`src/rtl/lsu_dmem.sv`:
```
// lsu_dmem: load/store unit between the control stage and the data-memory bus.
//
// Takes one access request from control, runs a valid/ready bus transaction
// with byte-lane alignment, and returns an aligned, sign/zero-extended load
// result. `stall` holds the core until the access completes.
//
// Ports:
//   clk, rst_n                 clock, asynchronous active-low reset
//   dmem_req/wr/size/zero_ex   access request from control
//   addr, wr_data              byte address (ALU result), store data (rs2)
//   rd_data                    aligned/extended load result, held until next load
//   stall                      hold PC and register-file write
//   bus_err                    one-cycle pulse on timeout abort
//   bus_valid/ready            request handshake
//   bus_addr/we/be/wdata       word-aligned request, lane-replicated store data
//   bus_rvalid/rdata           read data return
//   misalign                   (LSU_MISALIGN_TRAP_EN only) pulse on trapped access
//
// Parameters: ADDR_W byte address width; TIMEOUT max cycles in REQ+WAIT
// before abort (0 disables).
// Optional feature macro: LSU_MISALIGN_TRAP_EN.
//
// state | meaning
// IDLE  | no access in flight; latch request on dmem_req
// REQ   | bus_valid high, bus outputs held until bus_ready
// WAIT  | load accepted, waiting for bus_rvalid
// DONE  | one cycle with stall low so the core retires the access

package lsu_dmem_pkg;
    typedef enum logic [1:0] {
        OP_DMEM_BYTE = 2'd0,
        OP_DMEM_HALF = 2'd1,
        OP_DMEM_WORD = 2'd2
    } op_dmem_size;
endpackage

module lsu_dmem
    import lsu_dmem_pkg::*;
#(
    parameter int ADDR_W  = 32,
    parameter int TIMEOUT = 255
) (
    input  logic              clk,
    input  logic              rst_n,
    input  logic              dmem_req,
    input  logic              dmem_wr,
    input  op_dmem_size       dmem_size,
    input  logic              dmem_zero_ex,
    input  logic [ADDR_W-1:0] addr,
    input  logic [31:0]       wr_data,
    output logic [31:0]       rd_data,
    output logic              stall,
    output logic              bus_err,
    output logic              bus_valid,
    input  logic              bus_ready,
    output logic [ADDR_W-1:0] bus_addr,
    output logic              bus_we,
    output logic [3:0]        bus_be,
    output logic [31:0]       bus_wdata,
    input  logic              bus_rvalid,
    input  logic [31:0]       bus_rdata
`ifdef LSU_MISALIGN_TRAP_EN
    ,
    output logic              misalign
`endif
);

    typedef enum logic [1:0] {ST_IDLE, ST_REQ, ST_WAIT, ST_DONE} state_t;

    // Down-counter loaded with TIMEOUT-1; terminal count at zero means
    // TIMEOUT cycles have been spent in REQ+WAIT.
    localparam int CNT_W = (TIMEOUT > 1) ? $clog2(TIMEOUT) : 1;
    localparam logic [CNT_W-1:0] CNT_LOAD = CNT_W'(TIMEOUT - 1);

    state_t           state_q, state_d;
    logic [CNT_W-1:0] cnt_q;
    logic             tc;
    logic [1:0]       off_q;
    op_dmem_size      size_q;
    logic             zex_q;

    logic             accept, capture, abort, trap;
    logic             misaligned_req;
    logic [3:0]       be_d;
    logic [31:0]      wdata_d;
    logic [31:0]      sh8, sh16, load_ext;

    assign tc        = (TIMEOUT != 0) && (cnt_q == '0);
    assign bus_valid = (state_q == ST_REQ);
    assign stall     = dmem_req && (state_q != ST_DONE);

`ifdef LSU_MISALIGN_TRAP_EN
    assign misaligned_req = ((dmem_size == OP_DMEM_HALF) && addr[0]) ||
                            ((dmem_size != OP_DMEM_BYTE) && (dmem_size != OP_DMEM_HALF) &&
                             (addr[1:0] != 2'b00));
`else
    assign misaligned_req = 1'b0;
`endif

    // Store lane selection and data replication.
    always_comb begin
        be_d    = 4'b1111;
        wdata_d = wr_data;
        case (dmem_size)
            OP_DMEM_BYTE: begin
                be_d    = 4'b0001 << addr[1:0];
                wdata_d = {4{wr_data[7:0]}};
            end
            OP_DMEM_HALF: begin
                be_d    = addr[1] ? 4'b1100 : 4'b0011;
                wdata_d = {2{wr_data[15:0]}};
            end
            default: ;
        endcase
    end

    // Load extraction from the returned word using the latched offset/size.
    assign sh8  = bus_rdata >> {off_q, 3'b000};
    assign sh16 = bus_rdata >> {off_q[1], 4'b0000};

    always_comb begin
        load_ext = bus_rdata;
        case (size_q)
            OP_DMEM_BYTE: load_ext = zex_q ? {24'h0, sh8[7:0]} : {{24{sh8[7]}}, sh8[7:0]};
            OP_DMEM_HALF: load_ext = zex_q ? {16'h0, sh16[15:0]} : {{16{sh16[15]}}, sh16[15:0]};
            default: ;
        endcase
    end

    always_comb begin
        state_d = state_q;
        accept  = 1'b0;
        capture = 1'b0;
        abort   = 1'b0;
        trap    = 1'b0;
        case (state_q)
            ST_IDLE: begin
                if (dmem_req) begin
                    if (misaligned_req) begin
                        trap    = 1'b1;
                        state_d = ST_DONE;
                    end else begin
                        accept  = 1'b1;
                        state_d = ST_REQ;
                    end
                end
            end
            ST_REQ: begin
                // A handshake in the same cycle as terminal count completes normally.
                if (bus_ready) begin
                    state_d = bus_we ? ST_DONE : ST_WAIT;
                end else if (tc) begin
                    abort   = 1'b1;
                    state_d = ST_DONE;
                end
            end
            ST_WAIT: begin
                if (bus_rvalid) begin
                    capture = 1'b1;
                    state_d = ST_DONE;
                end else if (tc) begin
                    abort   = 1'b1;
                    state_d = ST_DONE;
                end
            end
            ST_DONE: state_d = ST_IDLE;
            default: state_d = ST_IDLE;
        endcase
    end

    always_ff @(posedge clk or negedge rst_n) begin
        if (!rst_n) begin
            state_q   <= ST_IDLE;
            cnt_q     <= '0;
            off_q     <= 2'b00;
            size_q    <= OP_DMEM_BYTE;
            zex_q     <= 1'b0;
            bus_addr  <= '0;
            bus_we    <= 1'b0;
            bus_be    <= 4'b0000;
            bus_wdata <= 32'h0;
            rd_data   <= 32'h0;
            bus_err   <= 1'b0;
        end else begin
            state_q <= state_d;
            bus_err <= abort;
            if (accept) begin
                bus_addr  <= {addr[ADDR_W-1:2], 2'b00};
                bus_we    <= dmem_wr;
                bus_be    <= be_d;
                bus_wdata <= wdata_d;
                off_q     <= addr[1:0];
                size_q    <= dmem_size;
                zex_q     <= dmem_zero_ex;
                cnt_q     <= CNT_LOAD;
            end else if ((state_q == ST_REQ || state_q == ST_WAIT) && cnt_q != '0) begin
                cnt_q <= cnt_q - CNT_W'(1);
            end
            if (capture) begin
                rd_data <= load_ext;
            end else if (abort || trap) begin
                rd_data <= 32'h0;
            end
        end
    end

`ifdef LSU_MISALIGN_TRAP_EN
    always_ff @(posedge clk or negedge rst_n) begin
        if (!rst_n) begin
            misalign <= 1'b0;
        end else begin
            misalign <= trap;
        end
    end
`endif

endmodule

```
`config.mk`:
```
export PLATFORM = sky130hd
export DESIGN_NAME = lsu_dmem
export DESIGN_NICKNAME = d
export VERILOG_FILES = /design/src/rtl/lsu_dmem.sv
export SDC_FILE = /design/constraint.sdc
export NUM_CORES = 1
export LEC_CHECK = 0
export ABC_AREA = 1
export ABC_CLOCK_PERIOD_IN_PS = 1500
export CAP_MARGIN = 20
export CORE_ASPECT_RATIO = 0.8
export CORE_UTILIZATION = 40
export CTS_CLUSTER_DIAMETER = 200
export CTS_CLUSTER_SIZE = 14
export DETAILED_ROUTE_END_ITERATION = 12
export GPL_TIMING_DRIVEN = 0
export PLACE_DENSITY = 0.73
export SLEW_MARGIN = 20
export SYNTH_ARGS = -nofsm -noshare
export SYNTH_HDL_FRONTEND = slang
export SYNTH_SLANG_ARGS = --single-unit
```
`constraint.sdc`:
```
create_clock -name clk -period 1.5 [get_ports clk]
set_input_delay 0.3 -clock clk [delete_from_list [all_inputs] [get_ports clk]]
set_output_delay 0.3 -clock clk [all_outputs]
set_load 0.03 [all_outputs]
```
==> results.md, run 1 <==
* Hold Path Class: input port to async pin
* Clock-pin transition on the worst setup and hold timing paths at 0.05 ns
* Main synth FF type: dfrtp_1
* Min Tclk post-route at 1.61 ns
* Yosys warning total at 0
* Measured slew at the worst slew-check pin at 0.514 ns
* # IOs at 209
* Via count at 5893
* Crit. End Element: output port
* Leakage power at 4.48 nW
* Cell Count, Final, Fillers Out at 1179
* Num CTS Buffers at 17
* Peak VDD IR at 1200 µV
* Final wirelength at 18400 µm
* Async SR Flop Fraction at 100%
* Worst Hold Slack at 0.370 ns
* Layout cells sized above 1 at 15.2%
* Antenna violations before repair at 0
* Pin count of the biggest net entering global routing at 77
* Total grt overflow at 0
* DR iter-0 viols at 505
* Vias in the first global route at 5585
* Number of synthesized flops with an enable pin at 0
* Dpl ws at -0.674 ns
* Initial Util at 41.2%
* Data required, critical path at 1.20 ns
* Synth unique cells at 33
* CTS tree: done
* Final Cycle Share at 107%
* Design Power at 0.0200 W
* Max Freq at 622 MHz
* RePlAce Congestion at 0.901
* Drt wl/cell at 15.6 µm
* Synth Area per Inst at 7.61 µm²
* # rows at 38
* Fin. max-slew vios at 0
* Critical-path maximum fanout at 4
* Clk buf depth at 2
* Worst-Skew Late Latency at 0.41 ns
* Reg2reg setup slack at -0.05 ns
* Final Hold Fails at 0
* Clock tree sinks at 115
* Type of origin of the critical path: register
* Failing checks: negative setup slack
* H-tree depth at 4
* Area share of the largest cell type after synthesis at 51.4%
* Synth area leaders: dfrtp_1 51%, nand2_1 21%, nand3_1 5.5%, nor2_1 4.1%, a21oi_1 3.1%
* Ant diodes at 0
* RSZ-0062 raised after global routing: true
* Slew headroom at 65.8%
* Die ar. at 14500 µm²
* Final #Nets at 1099
* Cells after Synth at 736
* Area Growth Syn to Fin at 59.9%
* Post-layout util at 65.9%
* Post-route ant nets at 0
* PD cells at 2230 nW/µm²
* DPL Wire Length at 12800 µm
* DRC at 0
* Cell Area, Synth at 5600 µm²
* Count of input and output buffers at 206
* Post-synthesis sequential area ratio at 51.4%
* Inst Count DP at 1124
* Status: finished, violations left
* Die W at 134 µm
* CP Class: register to output port
* Skew final at 0.00976 ns
* Crit path DAT at 1.31 ns
* Worst setup margin at -0.109 ns
* 1st-pass router iterations at 7
* Root Buffer: clkbuf_16
* Number of vias per cell at 5.00
* Core ar. at 13600 µm²
* Max-capacitance violation count at 0
* Die Ht at 108 µm
* All-Layer GR Usage at 25.8%
* Post-synthesis register bit count at 115
* Setup violators final at 35
* Leading area contributor after synthesis: dfrtp_1
* First-pass GRT wire length at 28300 µm
timing repair:
| item | in CTS | in global routing |
|---|---|---|
| buffers inserted | 8 | 11 |
| cloned | 1 | 3 |
| pin swaps | 6 | 9 |
| setup endpoints to repair | 215 | 178 |
| hold endpoints to repair | 39 | 0 |
| gates resized for setup | 194 | 135 |
| hold buffers | 1 | 0 |
synthesized netlist by cell type, types with 5 or more instances:
library cell	count
nor2_1	61
a31oi_1	6
clkbuf_1	19
inv_1	34
nand3_1	61
dfrtp_1	115
o21ai_0	33
a21oi_1	35
buf_1	5
nand2_1	319
ha_1	7
buf_6	5
critical path, cell delays in order, from the launching register on:
cell	delay, ns
dfrtp_2	0.46
ha_2	0.19
nor2_1	0.08
buf_4	0.16
power breakdown:
part | leakage, nW | internal (W) | total [W] | switching (W)
clock | 0.263 | 0.00242 | 0.00384 | 0.00142
combinational | 2.81 | 0.00387 | 0.0106 | 0.00668
sequential | 1.40 | 0.00461 | 0.00557 | 0.000953
routing by layer:
metal	vias up	global-route usage [%]	part of all wire, %
li1	2831	-	-
met2	260	39.7	45
met1	2782	33.6	43
met5	-	0	0
met4	0	8.27	1.4
met3	20	9.70	9.8
kinds of logic after synthesis:
logic type | count (synthesis) | share of synthesized area [%]
AO/OA/AOI/OAI | 81 | 7.51
XOR/XNOR | 1 | 0.156
adder cells (fa/ha/maj) | 7 | 1.56
buffers and inverters | 73 | 5.85
flip-flops | 115 | 51.4
other | 1 | 0.0670
AND/OR/NAND/NOR | 458 | 33.5
state kept, by name (all words and copies together) (netlist names):
| register | count |
|---|---|
| bus_be | 4 |
| cnt_q | 8 |
| bus_err | 1 |
| state_q | 2 |
| bus_addr | 30 |
| bus_we | 1 |
| off_q | 2 |
| zex_q | 1 |
| size_q | 2 |
| rd_data | 32 |
| bus_wdata | 32 |
layout make-up:
cell class	instances	area, µm²
Sequential cell	115	2880
Clock inverter	10	111
Fill cell	1158	4640
Timing Repair Buffer	231	2210
Clock buffer	21	440
Tap cell	180	225
Multi-Input combinational cell	549	2630
Inverter	39	175
Buffer	34	290
worst paths after layout:
| path | from | endpoint | cells after the start |
|---|---|---|---|
| max | state_q[0] | stall | 3 |
| min in group clk | addr[16] | bus_addr[16] | 3 |
| min reg2reg | bus_addr[11] | bus_addr[11] | 2 |
| max reg2reg | state_q[0] | rd_data[22] | 8 |
| min | rst_n | bus_wdata[26] | 2 |
| max in group asynchronous | rst_n | bus_wdata[29] | 3 |
layout by cell type, fill, tap and decap left out, drive strengths merged:
cell type        n
nand2          323
dfrtp          115
clkdlybuf4s50  103
nor2            65
nand3           63
clkdlybuf4s15   55
buf             49
clkbuf          48
inv             37
o21ai           37
a21oi           35
dlygate4sd2     30
clkinv           7
ha               7
a31oi            6
clkinvlp         3
nor3             3
nand4            2
conb             2
bufinv           2
or2              1
a22oi            1
xor2             1
nand3b           1
a211oi           1
o21bai           1
dlygate4sd3      1
metrics by stage:
| stage | cell area [µm²] | TNS (ns) |
|---|---|---|
| 4_1_cts | 8620 | -0.207 |
| 3_3_place_gp | 7900 | -554.56 |
| 6_report | 8960 | -0.986 |
| 5_1_grt | 8960 | -4.68 |
| 3_5_place_dp | 7930 | -49.68 |
| 2_1_floorplan | 5610 | -1.60 |
(Power assumes the default switching activity.)
==> run 2: changes to the inputs <==
--- a/config.mk
+++ b/config.mk
@@ -8,11 +8,14 @@
 export ABC_AREA = 1
 export ABC_CLOCK_PERIOD_IN_PS = 1500
 export CAP_MARGIN = 20
+export CELL_PAD_IN_SITES_DETAIL_PLACEMENT = 0
+export CELL_PAD_IN_SITES_GLOBAL_PLACEMENT = 1
 export CORE_ASPECT_RATIO = 0.8
-export CORE_UTILIZATION = 40
+export CORE_UTILIZATION = 28
 export CTS_CLUSTER_DIAMETER = 200
 export CTS_CLUSTER_SIZE = 14
 export DETAILED_ROUTE_END_ITERATION = 12
+export GPL_ROUTABILITY_DRIVEN = 0
 export GPL_TIMING_DRIVEN = 0
 export PLACE_DENSITY = 0.73
 export SLEW_MARGIN = 20
==> run 2 against run 1 <==
  * The flow still finishes with violations (negative setup slack)
  * Utilization decreased by 19 points
  * Sequential power about the same
  * Wire length increased by 9.9%
  * Power increased by 2.6%
  * Die area increased by 42%
  * Count of clock-buffer cells in the layout decreased by 4
  * Combinational power about the same
  * Hold slack improved by 0.023 ns
  * First-iteration DRC count decreased by 41%
  * Cell count increased by 7.1%
  * Flip-flop and latch count unchanged
  * Critical path depth unchanged
  * Largest cell class unchanged
  * Highest routed layer is now met5
==> results.md, run 2 (same netlist as run 1, synthesis figures left out) <==
* Top cell by count, worst path: buf_6
* 1st-pass router iterations at 4
* Biggest regs: bus_wdata x32, rd_data x32, bus_addr x30
* CTS tree: done
* Data required, critical path at 1.20 ns
* PD cells at 2250 nW/µm²
* Cell internal pwr at 0.0110 W
* Min Tclk post-route at 1.58 ns
* First-pass GRT wire length at 31800 µm
* Count of input and output buffers at 206
* Leakage power at 4.50 nW
* Sequential group share of total power at 27.2%
* Max Freq at 634 MHz
* Proportion of power drawn by the clock network at 20.5%
* Cell Count, Final, Fillers Out at 1263
* Status: finished, violations left
* Num CTS Buffers at 17
* Switching part of the total power at 46.1%
* All-Layer GR Usage at 20.2%
* Pin count of the biggest net entering global routing at 70
* Antenna violations before repair at 2
* Number of vias per cell at 4.51
* Layout cells sized above 1 at 19.5%
* Hold Path Class: input port to async pin
* Via count at 5701
* Fin. max-slew vios at 0
* CP Cell Sequence: buf_6 -> ha_4 -> buf_6
* Root Buffer: clkbuf_16
* Inst Count DP at 1202
* DR iter-0 viols at 297
* Crit path DAT at 1.28 ns
* Die Ht at 128 µm
* CP bufs+invs at 2
* CP delay by family, top: flip-flops
* Critical-path maximum fanout at 4
* Clock-pin transition on the worst setup and hold timing paths at 0.06 ns
* Final wirelength at 20200 µm
* Final Cycle Share at 105%
* Crit. End Element: output port
* Total grt overflow at 0
* # IOs at 209
* Most common cell after layout, fill and taps aside: nand2_1
* Skew final at 0.00806 ns
* P_sw at 0.00945 W
* Drt wl/cell at 16.0 µm
* Measured slew at the worst slew-check pin at 0.515 ns
* Clock tree sinks at 115
* Final #Nets at 1103
* Failing checks: negative setup slack
* Critical Path Max Stage Delay at 0.42 ns
* Die W at 160 µm
* CP max stage cell: dfrtp_1
* Commonest non-fill, non-tap cells in the layout: 310 x nand2_1, 113 x dfrtp_1, 102 x clkdlybuf4s50_1
* # rows at 45
* H-tree depth at 4
* Vias in the first global route at 5721
* Initial Util at 29.1%
* RSZ-0062 raised after global routing: true
* Worst Hold Slack at 0.393 ns
* DRC at 0
* Clk buf depth at 2
* CP Class: register to output port
* Combinational power share at 52.3%
* Max-capacitance violation count at 0
* Slew headroom at 65.5%
* Worst setup margin at -0.0768 ns
* Core ar. at 19300 µm²
* Post-route ant nets at 0
* Worst-Skew Late Latency at 0.42 ns
* Area Growth Syn to Fin at 62.8%
* Setup violators final at 4
* Final Hold Fails at 0
* Die ar. at 20600 µm²
* Peak VDD IR at 899 µV
* DPL Wire Length at 14300 µm
* Type of origin of the critical path: register
run 2: cell count changes in the layout (fill, tap and decap cells not counted), moves of 5 or more:
| cell | before | now |
|---|---|---|
| o21ai_1 | 7 | 13 |
| o21ai_0 | 28 | 20 |
| clkbuf_2 | 20 | 37 |
| clkbuf_1 | 10 | 5 |
| inv_6 | 0 | 5 |
| dlygate4sd2_1 | 30 | 11 |
| nand2_1 | 316 | 310 |
run 2: stage by stage:
stage | setup slack, ns | setup TNS, ns | utilization [%] | cell area [µm²] | total power [W]
after global placement | -4.75 | -600.17 | 41.5 | 8000 | 0.0158
after floorplan | -0.0543 | -1.60 | - | 5610 | 0.0115
after detailed placement | -0.828 | -57.02 | 41.7 | 8030 | 0.0159
final | -0.0768 | -0.139 | 47.4 | 9120 | 0.0205
after global routing | -0.113 | -4.11 | 47.3 | 9120 | 0.0218
after CTS | -0.107 | -0.212 | 46.4 | 8930 | 0.0201
run 2: worst reg2reg max path: cells and delay by family (launching register included):
family	cells	cell delay [ns]
AOI/OAI and AO/OA	1	0.10
adders and majority gates	1	0.17
buffers and inverters	2	0.31
DFF	1	0.43
and+or+nand+nor	4	0.39
run 2: cell type report:
type	count	area [µm²]
Antenna cell	1	2.50
Buffer	33	317
Clock buffer	17	425
Clock inverter	15	171
Fill cell	1910	10100
Inverter	39	181
Multi-Input combinational cell	550	2660
Sequential cell	115	2880
Tap cell	258	323
Timing Repair Buffer	235	2160
run 2: final timing paths:
path / end / slack (ns) / startpoint / depth (start not counted)
max: bus_valid / -0.08 / state_q[0] / 3
min: state_q[1] / 0.39 / rst_n / 2
max reg2reg: rd_data[24] / -0.01 / state_q[1] / 8
min reg2reg: bus_addr[12] / 0.48 / bus_addr[12] / 2
max in group asynchronous: bus_addr[4] / 0.36 / rst_n / 3
min in group clk: bus_addr[13] / 0.41 / addr[13] / 3
run 2: layer usage:
layer | vias up | GRT usage [%] | part of all wire (%)
met5 | - | 0 | 0.084
met4 | 2 | 4.65 | 0.55
met3 | 13 | 7.83 | 8.4
met2 | 179 | 30.2 | 43
met1 | 2664 | 27.5 | 48
li1 | 2843 | - | -
run 2: what timing repair did:
item / 4_1_cts / 5_1_grt
gates resized for setup: 249 / 162
endpoints found under the hold margin: 46 / 0
cloned: 1 / 3
endpoints found under the setup margin: 215 / 183
hold buffers: 1 / 0
setup buffers: 15 / 9
pin swaps: 9 / 12
run 2: power groups by stage:
stage               Combinational, W  Sequential (W)  Clock (W)
floorplan                    0.00355         0.00797          0
global placement              0.0102         0.00556          0
detailed placement            0.0103         0.00553          0
CTS                           0.0103         0.00553    0.00428
global route                  0.0116         0.00577    0.00441
finish                        0.0107         0.00557    0.00420
